$ cat src/rtl/pipe_pkg.sv
// Shared types for the execute/write-back pipe: ALU opcodes, default widths,
// and the S2 / WB stage-record layouts.
package pipe_pkg;

    localparam int DATA_W_DEF = 8;
    localparam int AW_DEF     = 3;

    typedef enum logic [1:0] {
        OP_ADD = 2'b00,
        OP_SUB = 2'b01,
        OP_AND = 2'b10,
        OP_OR  = 2'b11
    } alu_op_e;

    // Execute-stage record: decoded control plus already-forwarded operands.
    typedef struct packed {
        alu_op_e               op;
        logic                  write;
        logic [AW_DEF-1:0]     rd;
        logic [DATA_W_DEF-1:0] a;
        logic [DATA_W_DEF-1:0] b;
    } s2_rec_t;

    typedef struct packed {
        logic                  write;
        logic [AW_DEF-1:0]     rd;
        logic [DATA_W_DEF-1:0] data;
    } wb_rec_t;

endpackage

$ cat src/rtl/alu_writeback_pipe_if.sv
// Issue, write-back and debug-read bus of the execute/write-back pipe.
// master drives instructions and observes write-back; slave is the pipe.
interface alu_writeback_pipe_if
    import pipe_pkg::*;
#(
    parameter int DATA_W = DATA_W_DEF,
    parameter int AW     = AW_DEF
);
    logic              in_valid;
    logic [1:0]        alu_control;
    logic              write;
    logic              use_imm;
    logic [AW-1:0]     rs1;
    logic [AW-1:0]     rs2;
    logic [AW-1:0]     rd;
    logic [DATA_W-1:0] imm;
    logic              flush;

    logic              wb_valid;
    logic              wb_we;
    logic [AW-1:0]     wb_addr;
    logic [DATA_W-1:0] wb_data;

    logic [AW-1:0]     dbg_addr;
    logic [DATA_W-1:0] dbg_data;

    modport master (
        output in_valid, alu_control, write, use_imm, rs1, rs2, rd, imm, flush,
        output dbg_addr,
        input  wb_valid, wb_we, wb_addr, wb_data,
        input  dbg_data
    );

    modport slave (
        input  in_valid, alu_control, write, use_imm, rs1, rs2, rd, imm, flush,
        input  dbg_addr,
        output wb_valid, wb_we, wb_addr, wb_data,
        output dbg_data
    );

endinterface

$ cat src/rtl/alu_writeback_pipe_reg_file.sv
// NREG x DATA_W register file: two combinational read ports, a debug read
// port and one synchronous write port. Entry 0 is hardwired to zero.
module reg_file
    import pipe_pkg::*;
#(
    parameter int DATA_W = DATA_W_DEF,
    parameter int AW     = AW_DEF
) (
    input  logic              clk,
    input  logic              reset,
    input  logic [AW-1:0]     ra_addr,
    input  logic [AW-1:0]     rb_addr,
    input  logic [AW-1:0]     dbg_addr,
    output logic [DATA_W-1:0] ra_data,
    output logic [DATA_W-1:0] rb_data,
    output logic [DATA_W-1:0] dbg_data,
    input  logic              we,
    input  logic [AW-1:0]     waddr,
    input  logic [DATA_W-1:0] wdata
);
    localparam int NREG = 2**AW;

    logic [DATA_W-1:0] mem [NREG];

    assign mem[0] = '0;

    for (genvar i = 1; i < NREG; i++) begin : g_ent
        always_ff @(posedge clk or posedge reset) begin
            if (reset)
                mem[i] <= '0;
            else if (we && waddr == AW'(i))
                mem[i] <= wdata;
        end
    end

    assign ra_data  = mem[ra_addr];
    assign rb_data  = mem[rb_addr];
    assign dbg_data = mem[dbg_addr];

endmodule

$ cat src/rtl/alu_writeback_pipe.sv
// Execute/write-back pipe: S1 forwarded operand read, S2 ALU execute,
// WB register-file commit. One instruction per cycle, no stalls.
module alu_writeback_pipe
    import pipe_pkg::*;
#(
    parameter int DATA_W = DATA_W_DEF,
    parameter int AW     = AW_DEF
) (
    input  logic                clk,
    input  logic                reset,
    alu_writeback_pipe_if.slave bus
);
    localparam int STAGES = 1;

    // vld_pipe[0] = S2 valid, vld_pipe[STAGES] = WB valid
    logic [STAGES:0]   vld_pipe;
    s2_rec_t           s2;
    wb_rec_t           wb;
    logic              wb_we;
    logic [DATA_W-1:0] rf_a;
    logic [DATA_W-1:0] rf_b;
    logic [DATA_W-1:0] op_a;
    logic [DATA_W-1:0] op_b;
    logic [DATA_W-1:0] alu_res;

    reg_file #(.DATA_W(DATA_W), .AW(AW)) u_rf (
        .clk      (clk),
        .reset    (reset),
        .ra_addr  (bus.rs1),
        .rb_addr  (bus.rs2),
        .dbg_addr (bus.dbg_addr),
        .ra_data  (rf_a),
        .rb_data  (rf_b),
        .dbg_data (bus.dbg_data),
        .we       (wb_we),
        .waddr    (wb.rd),
        .wdata    (wb.data)
    );

    // Youngest producer wins: S2 result, then WB result, then committed state.
    function automatic logic [DATA_W-1:0] fwd(input logic [AW-1:0]     a,
                                              input logic [DATA_W-1:0] rf_val);
        if (a == '0)
            return '0;
        if (vld_pipe[0] && s2.write && s2.rd == a)
            return alu_res;
        if (vld_pipe[STAGES] && wb.write && wb.rd == a)
            return wb.data;
        return rf_val;
    endfunction

    always_comb begin
        op_a = fwd(bus.rs1, rf_a);
        op_b = bus.use_imm ? bus.imm : fwd(bus.rs2, rf_b);
    end

    always_comb begin
        alu_res = '0;
        case (s2.op)
            OP_ADD:  alu_res = s2.a + s2.b;
            OP_SUB:  alu_res = s2.a - s2.b;
            OP_AND:  alu_res = s2.a & s2.b;
            OP_OR:   alu_res = s2.a | s2.b;
            default: alu_res = '0;
        endcase
    end

    always_ff @(posedge clk or posedge reset) begin
        if (reset) begin
            vld_pipe <= '0;
            s2       <= '0;
            wb       <= '0;
        end else begin
            vld_pipe <= {vld_pipe[STAGES-1:0] & {STAGES{~bus.flush}}, bus.in_valid};
            // Bubbles and flushed slots leave the record fields untouched.
            if (bus.in_valid)
                s2 <= '{op:    alu_op_e'(bus.alu_control),
                        write: bus.write,
                        rd:    bus.rd,
                        a:     op_a,
                        b:     op_b};
            if (vld_pipe[0] && !bus.flush)
                wb <= '{write: s2.write, rd: s2.rd, data: alu_res};
        end
    end

    assign wb_we        = vld_pipe[STAGES] & wb.write & (wb.rd != '0);
    assign bus.wb_valid = vld_pipe[STAGES];
    assign bus.wb_we    = wb_we;
    assign bus.wb_addr  = wb.rd;
    assign bus.wb_data  = wb.data;

endmodule
$ cat src/flat_wrapper.sv
// flat-port wrapper written by rule: the top's interface ports become plain ports
module alu_writeback_pipe_flat import pipe_pkg::*;
#(
    parameter int DATA_W = DATA_W_DEF,
    parameter int AW     = AW_DEF
)
  (clk, reset, bus_in_valid, bus_alu_control, bus_write, bus_use_imm, bus_rs1, bus_rs2, bus_rd, bus_imm, bus_flush, bus_dbg_addr, bus_wb_valid, bus_wb_we, bus_wb_addr, bus_wb_data, bus_dbg_data);
  alu_writeback_pipe_if #(.DATA_W(DATA_W), .AW(AW)) bus_i ();
  input  logic clk;
  input  logic reset;
  input wire logic [$bits(bus_i.in_valid)-1:0] bus_in_valid;
  input wire logic [$bits(bus_i.alu_control)-1:0] bus_alu_control;
  input wire logic [$bits(bus_i.write)-1:0] bus_write;
  input wire logic [$bits(bus_i.use_imm)-1:0] bus_use_imm;
  input wire logic [$bits(bus_i.rs1)-1:0] bus_rs1;
  input wire logic [$bits(bus_i.rs2)-1:0] bus_rs2;
  input wire logic [$bits(bus_i.rd)-1:0] bus_rd;
  input wire logic [$bits(bus_i.imm)-1:0] bus_imm;
  input wire logic [$bits(bus_i.flush)-1:0] bus_flush;
  input wire logic [$bits(bus_i.dbg_addr)-1:0] bus_dbg_addr;
  output wire logic [$bits(bus_i.wb_valid)-1:0] bus_wb_valid;
  output wire logic [$bits(bus_i.wb_we)-1:0] bus_wb_we;
  output wire logic [$bits(bus_i.wb_addr)-1:0] bus_wb_addr;
  output wire logic [$bits(bus_i.wb_data)-1:0] bus_wb_data;
  output wire logic [$bits(bus_i.dbg_data)-1:0] bus_dbg_data;
  assign bus_i.in_valid = bus_in_valid;
  assign bus_i.alu_control = bus_alu_control;
  assign bus_i.write = bus_write;
  assign bus_i.use_imm = bus_use_imm;
  assign bus_i.rs1 = bus_rs1;
  assign bus_i.rs2 = bus_rs2;
  assign bus_i.rd = bus_rd;
  assign bus_i.imm = bus_imm;
  assign bus_i.flush = bus_flush;
  assign bus_i.dbg_addr = bus_dbg_addr;
  assign bus_wb_valid = bus_i.wb_valid;
  assign bus_wb_we = bus_i.wb_we;
  assign bus_wb_addr = bus_i.wb_addr;
  assign bus_wb_data = bus_i.wb_data;
  assign bus_dbg_data = bus_i.dbg_data;
  alu_writeback_pipe #(.DATA_W(DATA_W), .AW(AW)) u_core (.clk(clk), .reset(reset), .bus(bus_i));
endmodule
$ cat config.mk
export PLATFORM = sky130hd
export DESIGN_NAME = alu_writeback_pipe_flat
export DESIGN_NICKNAME = d
export VERILOG_FILES = /design/src/rtl/pipe_pkg.sv /design/src/rtl/alu_writeback_pipe_if.sv /design/src/rtl/alu_writeback_pipe_reg_file.sv /design/src/rtl/alu_writeback_pipe.sv /design/src/flat_wrapper.sv
export SDC_FILE = /design/constraint.sdc
export NUM_CORES = 1
export LEC_CHECK = 0
export ABC_AREA = 1
export CORE_MARGIN = 2
export CORE_UTILIZATION = 44
export DETAILED_ROUTE_END_ITERATION = 10
export GPL_TIMING_DRIVEN = 0
export PLACE_DENSITY = 0.66
export REMOVE_ABC_BUFFERS = 1
export SLEW_MARGIN = 20
export SYNTH_ARGS = -nofsm -noshare
export SYNTH_HDL_FRONTEND = slang
export SYNTH_SLANG_ARGS = --single-unit
$ cat constraint.sdc
create_clock -name clk -period 2.79 [get_ports clk]
set_input_delay 0.279 -clock clk [delete_from_list [all_inputs] [get_ports clk]]
set_output_delay 0.279 -clock clk [all_outputs]
set_load 0.02 [all_outputs]
# == Yosys cells after proc, flatten, opt, wreduce, memory -nomap -nowiden ==
# Index checks and enable logic that the tools add are counted.
# totals
in_bits,28
out_inout_bits,21
word_cells,98
ff_bits,92
# op_classes
n_eq_ne,14
muxes,35
n_addsub,2
bitwise,9
n_reduce_logical,19
magnitude_cmp,3
# ops
cell,count
8-bit 2-to-1 mux,19
8-bit binary-select mux with 3-bit select,3
8-bit case mux with 4 select lines,1
1-bit logical AND,14
3-bit == test,4
"3-bit == test, second input constant",4
"4-bit >= comparator, second input constant",3
1-bit 2-to-1 mux,12
3-bit NOT with 4-bit output,3
8-bit adder,1
8-bit bitwise AND,1
8-bit bitwise OR,1
8-bit subtractor,1
"3-bit by 2-bit == test with 1-bit output, second input constant",2
3-bit logical NOT,2
"2-bit == test, second input constant",2
1-bit bitwise AND,3
"3-bit by 1-bit == test with 1-bit output, second input constant",1
3-bit nonzero test,1
"2-bit by 1-bit == test with 1-bit output, second input constant",1
2-bit logical NOT,1
1-bit logical NOT,1
1-bit NOT,1

# == Longest topological paths before layout ==
# Gate-level depths: netlist of the first run.
# logic_depth
word_depth,10
depth_mapped,18
depth_no_buf,18

# == Hierarchy ==
# A second synthesis of the first run with hierarchy kept.
# unflattened
hier_cells,1040
hier_area_um2,6648.9
# by_module_without_submodules
mod,cells_each,instances,seq_area_each_um2,area_each_um2
reg_file,643,1,1401.3,3901.2
alu_writeback_pipe,397,1,900.9,2747.6

# == Worst setup path before layout of the first run ==
# No wires, ideal clock.
# synth_path
path_kind,register to register
startpoint,register u_core.s2[0] (netlist name)
endpoint,register u_core.s2[15] (netlist name)
n_path_buf,0
setup_slack_ns,0.590
period_less_slack_ns,2.200
arrival_time_ns,2.082
required_time_ns,2.672
path_stages_with_launch,17
setup_time_ns,0.118
cell_sequence,dfrtp_1 > inv_1 > ha_1 > nand2_1 > o31ai_1 > xor2_1 > ha_1 > nand2_1 > inv_1 > nand2_1 > nand2_1 > a21oi_1 > nand3_1 > nand3_1 > nand3_1 > nand3_1 > nand2_1
# synth_via
elab_chain_cells,7
word_cells_on_any_way,8
classes_between,2 x add/sub; 6 x mux
# synth_lines
item,line_no,text
"start, declared",alu_writeback_pipe.sv:17,s2_rec_t s2;
"start signal, assigned",alu_writeback_pipe.sv:77,"s2 <= '{op: alu_op_e'(bus.alu_control),"
8-bit subtractor / 8-bit adder (equally long branches),"alu_writeback_pipe.sv:61, alu_writeback_pipe.sv:60",
8-bit case mux with 4 select lines (*),alu_writeback_pipe.sv:59,case (s2.op)
8-bit 2-to-1 mux (*),alu_writeback_pipe.sv:45,if (vld_pipe[0] && s2.write && s2.rd == a)
8-bit 2-to-1 mux,alu_writeback_pipe.sv:47,if (vld_pipe[STAGES] && wb.write && wb.rd == a)
8-bit 2-to-1 mux,alu_writeback_pipe.sv:49,return rf_val;
8-bit 2-to-1 mux (*),alu_writeback_pipe.sv:47,
8-bit 2-to-1 mux (*),alu_writeback_pipe.sv:45,
# Every way passes the cells marked *; elsewhere a longest branch is shown, timed or not.
# A chain may end at the register's enable or synchronous reset.

# == Final worst setup path of the first run ==
# layout_path
startpoint,register u_core.s2[21] (netlist name)
endpoint,register u_core.s2[14] (netlist name)
# layout_via
elab_chain_cells,7
word_cells_on_any_way,10
classes_between,3 x eq/ne; 6 x mux; 1 x reduce/logical
# layout_lines
item,line_no
2-bit == test (tied with other cells),alu_writeback_pipe.sv:59
8-bit case mux with 4 select lines (*),alu_writeback_pipe.sv:59
8-bit 2-to-1 mux (*),alu_writeback_pipe.sv:45
8-bit 2-to-1 mux,alu_writeback_pipe.sv:47
8-bit 2-to-1 mux,alu_writeback_pipe.sv:49
8-bit 2-to-1 mux (*),alu_writeback_pipe.sv:47
8-bit 2-to-1 mux (*),alu_writeback_pipe.sv:45
# Marked as above.

==> flow_metrics.tcl, run 1 <==
set metrics [dict create \
    synthTopCellsByArea "dfrtp_1, nand2_1, o21ai_0" \
    pre_cts_slack_ps -909 \
    hold_path.class "input port to asynchronous set/reset pin" \
    num_vias 6013 \
    reg2reg_depth 15 \
    synth-seq-cells 92 \
    setup_viol 0 \
    worst_setup_path_end_kind "flip-flop" \
    cp_cell_sequence "inv_4, nand2_2, nand2_1, xnor2_1, inv_1, ha_1, inv_1, o21bai_1, inv_1, nand2_1, a21oi_1, o21ai_1, nand2_1, o21ai_0, nand2_1" \
    powerDensity_mw_per_mm2 703 \
    cp.required_ps 3020 \
    ios 49 \
    coreArea_sq_mm 0.0139 \
    io_buffers 48 \
    fin_tns_setup_ps 0 \
    cp-start-kind "flip-flop" \
    crit_top_cell "nand2_1" \
    crit_end "u_core.s2[14]" \
    die_h_microns 123 \
    ys_warn_count 0 \
    relSlewSlack_pct 36.1 \
    p_leak_nw 3.20 \
    clk_latency_ps 350 \
    diodes 0 \
    grt_max_degree 58 \
    cpPeakStageDelay_ps 510 \
    worstReg2RegStart "u_core.s2[21]" \
    crit_fanout 11 \
    syn_inst 893 \
    antenna_found_initial 0 \
    num-fill-cells 1426 \
    firstDrtPassIters 7 \
    via_per_inst 5.55 \
    final_core_util_pct 50.6 \
    cts_num_sinks 92 \
    rsz0062_at_grt "false" \
    h-tree-depth 3 \
    dpl_cell_area_sq_mm 0.00666 \
    synth_area_sq_mm 0.00624 \
    syn_avg_cell_area_sq_um 6.99 \
    setup_ws_ps 180 \
    yosys.area.top_type_share_pct 36.9 \
    gp_congestion 0.879 \
    maxCapViolCount 0 \
    cts_tree "done" \
    arrival_ps 2840 \
    worstMarginPinSlew_ps 956 \
    clk_path_buf_depth 2 \
    timing.rr.end "u_core.s2[14]" \
    hold_viol_final 0 \
    ys.flop_type "dfrtp_1" \
    cts.clk_slew.worst_paths_ps 60 \
    final_cell_area_sq_mm 0.00702 \
    dp_hpwl_mm 12.5 \
    die_area_sq_mm 0.0151 \
    crit_slowest_cell "dfrtp_2" \
    fp.dieW_microns 123 \
    synth.most_common_cell "nand2_1" \
    synthDistinctLibCells 43 \
    grt_pass1_vias 5562 \
    overflow 0 \
    rrSetupSlack_ps 180 \
    wire_per_inst_microns 16.6 \
    yosysSeqAreaShare_pct 36.9 \
    synth_edf_count 0 \
    postSynth.asyncResetShare_pct 100 \
    grt_pass1_wl_mm 29.6 \
    drive_gt1_share_pct 6.08 \
    final_max_slew_viol_count 0 \
    ant_nets 0 \
    start_util_pct 45.0 \
    numCtsBuffers 9 \
    fin_nets 938 \
    rows 43 \
    synth_top_area_cell "dfrtp_1" \
    grtUsageTotal_pct 25.3 \
    synthTopCellsByCount "nand2_1, o21ai_0, a21oi_1" \
    worstSetupPathType "flip-flop to flip-flop" \
    wirelength_mm 18.0 \
    skew_ps 7.25 \
    min_period_ps 2610 \
    vdd_drop_max_uv 307 \
    drc_errors 0 \
    drt_iter0_drc 577 \
    status "finished, final reports clean" \
    area_growth_pct 12.5 \
    root_buffer "clkbuf_16" \
    worstSetupStartpoint "u_core.s2[21]" \
    fmax_mhz 383 \
    finalCritPeriodShare_pct 93.6 \
]
[stage by stage]
stage | hold slack, ps | std cells | total power, mW
floorplan | 310 | 835 | 3.00
global placement | 468 | 1063 | 3.56
detailed placement | 474 | 1065 | 3.59
CTS | 300 | 1084 | 4.94
global route | 325 | 1084 | 5.29
finish | 287 | 1084 | 4.94
[where the power goes]
part	total, mW	internal [mW]	switching, mW
Combinational	1.59	0.614	0.974
Sequential	2.01	1.67	0.345
Clock	1.34	0.797	0.541
Total	4.94	3.08	1.86
[sequential cells by signal, indices dropped and copies added, names as in the netlist]
signal and cells:
u_core.bus.wb_addr 3, u_core.bus.wb_data 8, u_core.s2 22, u_core.u_rf.mem 56, u_core.vld_pipe 2, u_core.wb 1
[placed cells by master (no fill, tap or decap), types with 4 or more instances in the layout]
cell type | Yosys | layout
nand2_1 | 211 | 211
o21ai_0 | 146 | 145
a21oi_1 | 94 | 93
dfrtp_1 | 92 | 91
inv_1 | 80 | 77
nand3_1 | 54 | 54
nor2_1 | 53 | 53
clkdlybuf4s50_1 | 0 | 42
a31oi_1 | 12 | 12
o211ai_1 | 12 | 12
xor2_1 | 11 | 11
ha_1 | 10 | 10
clkbuf_16 | 0 | 9
o22ai_1 | 6 | 6
inv_2 | 7 | 5
o21ai_1 | 4 | 5
nor3_1 | 4 | 4
nor2_2 | 4 | 4
a22oi_1 | 4 | 4
clkbuf_8 | 0 | 4
[per-layer routing]
metal / share of wire [%] / wire length (microns) / vias up / GRT usage (%)
met5: 0 / 0 / - / 0
met4: 1.7 / 305 / 0 / 8.24
met3: 5.5 / 986 / 25 / 2.68
met2: 46 / 8290 / 184 / 40.0
met1: 47 / 8450 / 2809 / 36.5
li1: - / - / 2995 / -
[worst max-delay path, delay by kind of cell, from the launching register on]
family	cells	cell delay, ps
and+or+nand+nor	5	580
AOI/OAI and AO/OA	4	580
DFF	1	510
buffers and inverters	4	340
adders and majority gates	1	340
xor gates and xnor gates	1	140
[layout make-up]
class                   instances  area (sq um)  area share [%]
multi-input cells             655          3270            46.6
flip-flops and latches         92          2300            32.8
clock inverters                 2          38.8           0.553
repair inverters                1          7.51           0.107
clock buffers                  14           284            4.05
well taps                     180           225            3.21
inverters                      88           354            5.04
repair buffers                 52           538            7.66
[worst min path at each step]
stage,cells after the start,slack [ps],from,end
floorplan,0,310,bus_in_valid,u_core.vld_pipe[0]
global placement,2,470,u_core.u_rf.mem[16],u_core.u_rf.mem[16]
detailed placement,2,470,u_core.u_rf.mem[16],u_core.u_rf.mem[16]
CTS,2,300,reset,u_core.vld_pipe[0]
global route,2,320,reset,u_core.vld_pipe[0]
finish,2,290,reset,u_core.s2[19]
[kinds of logic after synthesis]
kind of cell | Yosys count | synth area share (%)
flip-flops | 92 | 36.9
adder cells (fa/ha/maj) | 11 | 2.33
AND/OR/NAND/NOR | 339 | 22.9
buffers and inverters | 146 | 10.9
XOR/XNOR | 13 | 1.82
AO/OA/AOI/OAI | 292 | 25.2
[what timing repair did]
item	4_1_cts	5_1_grt
gates cloned	1	0
resized for setup	10	10
setup buffers	2	0
hold buffers	0	0
endpoints found under the setup margin	9	16
Note: power is estimated with default switching activity, not from simulation.
==> run 2, diff against run 1 <==
--- a/config.mk
+++ b/config.mk
@@ -8,6 +8,7 @@
 export ABC_AREA = 1
 export CORE_MARGIN = 2
 export CORE_UTILIZATION = 44
+export CTS_BUF_LIST = sky130_fd_sc_hd__clkbuf_8
 export DETAILED_ROUTE_END_ITERATION = 10
 export GPL_TIMING_DRIVEN = 0
 export PLACE_DENSITY = 0.66
==> run 2 against run 1 <==
  * Non-clock buffer count is the same
  * Clock skew about the same
  * Register-to-register slack worse by 40 ps
  * Power is 6.5% lower
  * First-iteration DRC count is 5.9% lower
  * Wire length increased by 0.46%
  * Sequential share of layout area up 0.49 points
  * Clock power down 24%
  * Sequential cell count unchanged
  * Critical path depth unchanged
  * Critical path type unchanged
  * Critical endpoint unchanged
  * Largest power group unchanged
==> flow_metrics.tcl, run 2 (same netlist as run 1, synthesis figures left out) <==
set metrics [dict create \
    status "finished, final reports clean" \
    worstSetupPathType "flip-flop to flip-flop" \
    final_cell_area_sq_mm 0.00692 \
    drc_errors 0 \
    gp_congestion 0.879 \
    final_common_cell "nand2_1" \
    antenna_found_initial 0 \
    start_util_pct 45.0 \
    multiInputGateArea_sq_mm 0.00327 \
    clk_latency_ps 380 \
    p_leak_nw 3.16 \
    worstReg2RegStart "u_core.s2[21]" \
    finalCritPeriodShare_pct 95.0 \
    vdd_drop_max_uv 294 \
    coreArea_sq_mm 0.0139 \
    min_period_ps 2650 \
    largest_register "u_core.u_rf.mem" \
    fin_cells 1084 \
    cts.clk_slew.worst_paths_ps 90 \
    reg2reg_depth 15 \
    overflow 0 \
    grt_pass1_vias 5579 \
    rows 43 \
    ios 49 \
    dpl_cell_area_sq_mm 0.00666 \
    most-common-layout-cells "nand2_1, o21ai_0, a21oi_1" \
    die_area_sq_mm 0.0151 \
    powerDensity_mw_per_mm2 667 \
    timing.rr.end "u_core.s2[14]" \
    relSlewSlack_pct 34.6 \
    hold_path.class "input port to asynchronous set/reset pin" \
    skew_ps 7.51 \
    fmax_mhz 377 \
    largest_reg_flops 56 \
    hold_viol_final 0 \
    wire_per_inst_microns 16.7 \
    ant_nets 0 \
    ctsHoldBuffers 0 \
    area_growth_pct 10.8 \
    grt_max_degree 58 \
    fin_nets 938 \
    via_per_inst 5.55 \
    worstSetupStartpoint "u_core.s2[21]" \
    final_max_slew_viol_count 0 \
    rsz0062_at_grt "false" \
    seqCellArea_sq_mm 0.00230 \
    maxCapViolCount 0 \
    grt_pass1_wl_mm 29.6 \
    clk_path_buf_depth 2 \
    crit_end "u_core.s2[14]" \
    firstDrtPassIters 5 \
    diodes 0 \
    wirelength_mm 18.1 \
    dp.cells 1065 \
    drt_iter0_drc 543 \
    cts_num_sinks 92 \
    h-tree-depth 3 \
    die_h_microns 123 \
    io_buffers 48 \
    cts_tree "done" \
    crit_fanout 11 \
    fp.dieW_microns 123 \
    dp_hpwl_mm 12.5 \
    worst_setup_path_end_kind "flip-flop" \
    worstMarginPinSlew_ps 977 \
    setup_viol 0 \
    grtUsageTotal_pct 25.4 \
    num-fill-cells 1438 \
    drive_gt1_share_pct 6.08 \
    arrival_ps 2910 \
    root_buffer "clkbuf_8" \
    num_vias 6014 \
    cp-start-kind "flip-flop" \
    numCtsBuffers 9 \
    cp.required_ps 3050 \
    rrSetupSlack_ps 140 \
]
-- run 2: changes by cell type in the layout (fill, tap and decap cells not counted) --
cell       previous run  this run
clkbuf_16             9         0
inv_1                77        78
clkbuf_8              4        13
clkinv_2              1         0
inv_2                 5         6
clkbuf_1              1         0
-- run 2: layout make-up --
type | count | area share, %
multi-input cells | 655 | 47.3
flip-flops and latches | 92 | 33.3
repair buffers | 52 | 7.78
inverters | 88 | 5.10
well taps | 180 | 3.26
clock buffers | 13 | 2.59
clock inverters | 3 | 0.615
repair inverters | 1 | 0.109
-- run 2: per-layer routing --
layer	vias up	track usage [%]	share of wire [%]
li1	2990	-	-
met1	2813	36.4	47
met2	195	40.4	46
met3	16	2.72	5.7
met4	0	8.03	1.4
met5	-	0	0
-- run 2: how the worst min path moves through the flow --
stage,end,slack [ps],cells after the start
final,u_core.s2[19],250,2
after floorplan,u_core.vld_pipe[0],310,0
after detailed placement,u_core.u_rf.mem[16],470,2
after global placement,u_core.u_rf.mem[16],470,2
after CTS,u_core.vld_pipe[0],260,2
after global routing,u_core.s2[17],280,2
-- run 2: stage by stage --
| step | hold slack [ps] | worst slack (ps) | utilization, % | setup TNS, ps | power, mW |
|---|---|---|---|---|---|
| 2_1_floorplan | 310 | 119 | - | 0 | 3.00 |
| 3_3_place_gp | 468 | -1500 | 47.6 | -151910 | 3.56 |
| 3_5_place_dp | 474 | -909 | 47.9 | -8820 | 3.59 |
| 4_1_cts | 260 | 2.88 | 49.7 | 0 | 4.62 |
| 5_1_grt | 281 | 20.0 | 49.8 | 0 | 4.97 |
| 6_report | 254 | 140 | 49.8 | 0 | 4.61 |
-- run 2: critical path: stages (launching register included) --
cell      delay (ps)
dfrtp_2          520
inv_4            170
nand2_2          130
nand2_1          170
xnor2_1          140
inv_1             60
ha_1             340
inv_1             70
o21bai_1         140
inv_1             50
nand2_1           80
a21oi_1           70
o21ai_1          170
nand2_1          140
o21ai_0          230
nand2_1           80
-- run 2: repair_timing --
item / CTS / global route
setup endpoints to repair: 9 / 15
gates cloned: 1 / 0
endpoints found under the hold margin: 0 / 0
buffers inserted: 2 / 0
gates resized for setup: 10 / 9
-- run 2: power by group --
part / internal [mW] / switching [mW] / leakage, nW / total (mW)
registers: 1.66 / 0.345 / 1.19 / 2.01
clock network: 0.513 / 0.504 / 0.117 / 1.02
logic: 0.614 / 0.974 / 1.85 / 1.59
total: 2.79 / 1.82 / 3.16 / 4.61
==> run 3, diff against run 2 <==
--- a/config.mk
+++ b/config.mk
@@ -11,8 +11,9 @@
 export CTS_BUF_LIST = sky130_fd_sc_hd__clkbuf_8
 export DETAILED_ROUTE_END_ITERATION = 10
 export GPL_TIMING_DRIVEN = 0
-export PLACE_DENSITY = 0.66
+export PLACE_DENSITY = 0.64
 export REMOVE_ABC_BUFFERS = 1
+export SETUP_SLACK_MARGIN = 0.05
 export SLEW_MARGIN = 20
 export SYNTH_ARGS = -nofsm -noshare
 export SYNTH_HDL_FRONTEND = slang
==> constraint.sdc (replaced) <==
create_clock -name clk -period 3.1 [get_ports clk]
set_input_delay 0.31 -clock clk [delete_from_list [all_inputs] [get_ports clk]]
set_output_delay 0.31 -clock clk [all_outputs]
set_load 0.02 [all_outputs]
==> run 3 against run 2 <==
  * Combinational power down 10%
  * Critical path depth down 8
  * Count of clock-buffer cells in the layout down 2
  * Worst setup slack improved by 120 ps
  * Sequential share of layout area is 0.11 points higher
  * Sequential power shrank 10%
  * Power down 13%
  * Utilization is 0.17 points lower
  * Sequential cell count unchanged
  * Worst hold slack worse by 8.4 ps
  * Via count rose by 1.9%
  * First-iteration DRC count increased by 0.92%
  * Critical path type is now input port to output pin
  * Largest power group unchanged
==> flow_metrics.tcl, run 3 (same netlist as run 1, synthesis figures left out) <==
set metrics [dict create \
    sequentialPowerShare_pct 45.3 \
    coreArea_sq_mm 0.0139 \
    antenna_found_initial 0 \
    setup_viol 0 \
    crit_slowest_cell "dlygate4sd2_1" \
    drc_errors 0 \
    p_comb_share_pct 35.8 \
    crit_end "bus_dbg_data[0]" \
    pre_cts_slack_ps -730 \
    skew_ps 17.9 \
    die_area_sq_mm 0.0151 \
    drt_iter0_drc 548 \
    status "finished, final reports clean" \
    final_cell_area_sq_mm 0.00689 \
    grt_pass1_wl_mm 30.3 \
    p_switching_mw 1.62 \
    numCtsBuffers 9 \
    firstDrtPassIters 5 \
    io_buffers 48 \
    area_growth_pct 10.5 \
    rsz0062_at_grt "false" \
    cp.required_ps 2790 \
    min_period_ps 2840 \
    arrival_ps 2530 \
    timing.rr.end "u_core.s2[7]" \
    start_util_pct 45.0 \
    via_per_inst 5.63 \
    intPower_mw 2.38 \
    fin_nets 943 \
    die_h_microns 123 \
    path_buf_inv 4 \
    hold_path.class "input port to asynchronous set/reset pin" \
    overflow 0 \
    h-tree-depth 3 \
    fmax_mhz 352 \
    reg2reg_depth 17 \
    setup_ws_ps 257 \
    final_max_slew_viol_count 0 \
    cts_num_sinks 92 \
    num_vias 6127 \
    cp_cell_sequence "dlygate4sd2_1, clkinvlp_4, buf_4, nor3_1, a311oi_1, a31oi_1, clkdlybuf4s50_1" \
    vdd_drop_max_uv 315 \
    maxCapViolCount 0 \
    cts.clk_slew.worst_paths_ps 100 \
    ctsHoldBuffers 0 \
    largest_register "u_core.u_rf.mem" \
    clk_latency_ps 380 \
    dp_hpwl_mm 12.6 \
    fin_tns_setup_ps 0 \
    rrSetupSlack_ps 470 \
    clkPwrFrac_pct 19.0 \
    cpPeakStageDelay_ps 700 \
    diodes 0 \
    worst_setup_path_end_kind "output pin" \
    ant_nets 0 \
    crit_family "buffers and inverters" \
    dpl_cell_area_sq_mm 0.00665 \
    hold_viol_final 0 \
    grt_pass1_vias 5707 \
    final_core_util_pct 49.7 \
    powerDensity_mw_per_mm2 580 \
    whs_ps 246 \
    p_leak_nw 3.14 \
    finalCritPeriodShare_pct 91.7 \
    cts_tree "done" \
    worstSetupStartpoint "bus_dbg_addr[1]" \
    final_common_cell "nand2_1" \
    drive_gt1_share_pct 5.95 \
    worstMarginPinSlew_ps 975 \
    swShare_pct 40.6 \
    wirelength_mm 18.3 \
    cp-start-kind "input port" \
    crit_fanout 17 \
    ios 49 \
    relSlewSlack_pct 34.8 \
    path_depth 7 \
    gp_congestion 0.862 \
    fp.dieW_microns 123 \
    clk_path_buf_depth 2 \
    grt_max_degree 66 \
    grtUsageTotal_pct 25.9 \
    worstReg2RegStart "u_core.s2[21]" \
    rows 43 \
    most-common-layout-cells "nand2_1, o21ai_0, a21oi_1" \
    root_buffer "clkbuf_8" \
    largest_reg_flops 56 \
    wire_per_inst_microns 16.9 \
    worstSetupPathType "input port to output pin" \
]
==> run 3: cell count changes in the layout (fill, tap and decap cells not counted), sizes merged <==
cell,previous run,this run
buf,6,12
bufinv,1,0
clkbuf,15,11
clkdlybuf4s50,42,44
clkinvlp,3,4
dlygate4sd2,0,1
dlymetal6s2s,2,0
inv,88,89
==> run 3: stage by stage <==
stage / std cells / power (mW)
2_1_floorplan: 835 / 2.70
3_3_place_gp: 1063 / 3.21
3_5_place_dp: 1065 / 3.24
4_1_cts: 1085 / 4.00
5_1_grt: 1088 / 4.32
6_report: 1088 / 4.00
==> run 3: power groups by stage <==
stage	logic (mW)	registers (mW)	clock network, mW
4_1_cts	1.43	1.80	0.775
3_3_place_gp	1.39	1.82	0
5_1_grt	1.64	1.85	0.824
6_report	1.43	1.81	0.759
2_1_floorplan	0.927	1.77	0
3_5_place_dp	1.42	1.82	0
==> run 3: final cells by class <==
| cell class | instances | area [sq um] |
|---|---|---|
| Fill cell | 1410 | 6990 |
| Multi-Input combinational cell | 655 | 3260 |
| Sequential cell | 92 | 2300 |
| Timing Repair Buffer | 57 | 577 |
| Inverter | 88 | 350 |
| Tap cell | 180 | 225 |
| Clock buffer | 11 | 151 |
| Clock inverter | 4 | 18.8 |
| Timing Repair inverter | 1 | 7.51 |
==> run 3: worst min path at each step <==
stage                              from                     to  slack [ps]
floorplan                  bus_in_valid     u_core.vld_pipe[0]         340
finish                            reset     u_core.vld_pipe[1]         250
global placement    u_core.u_rf.mem[10]    u_core.u_rf.mem[10]         470
CTS                               reset     u_core.vld_pipe[0]         250
global route                      reset  u_core.bus.wb_data[6]         270
detailed placement  u_core.u_rf.mem[23]    u_core.u_rf.mem[23]         470
==> run 3: what timing repair did <==
| item | CTS | global route |
|---|---|---|
| buffers inserted | 4 | 3 |
| setup endpoints to repair | 8 | 10 |
| gates resized for setup | 7 | 4 |
| gates cloned | 1 | 0 |
==> run 3: metal layers <==
layer	global-route usage, %	part of all wire, %
met1	37.1	46
met2	40.7	46
met3	3.23	5.7
met4	8.74	1.7
met5	0	0
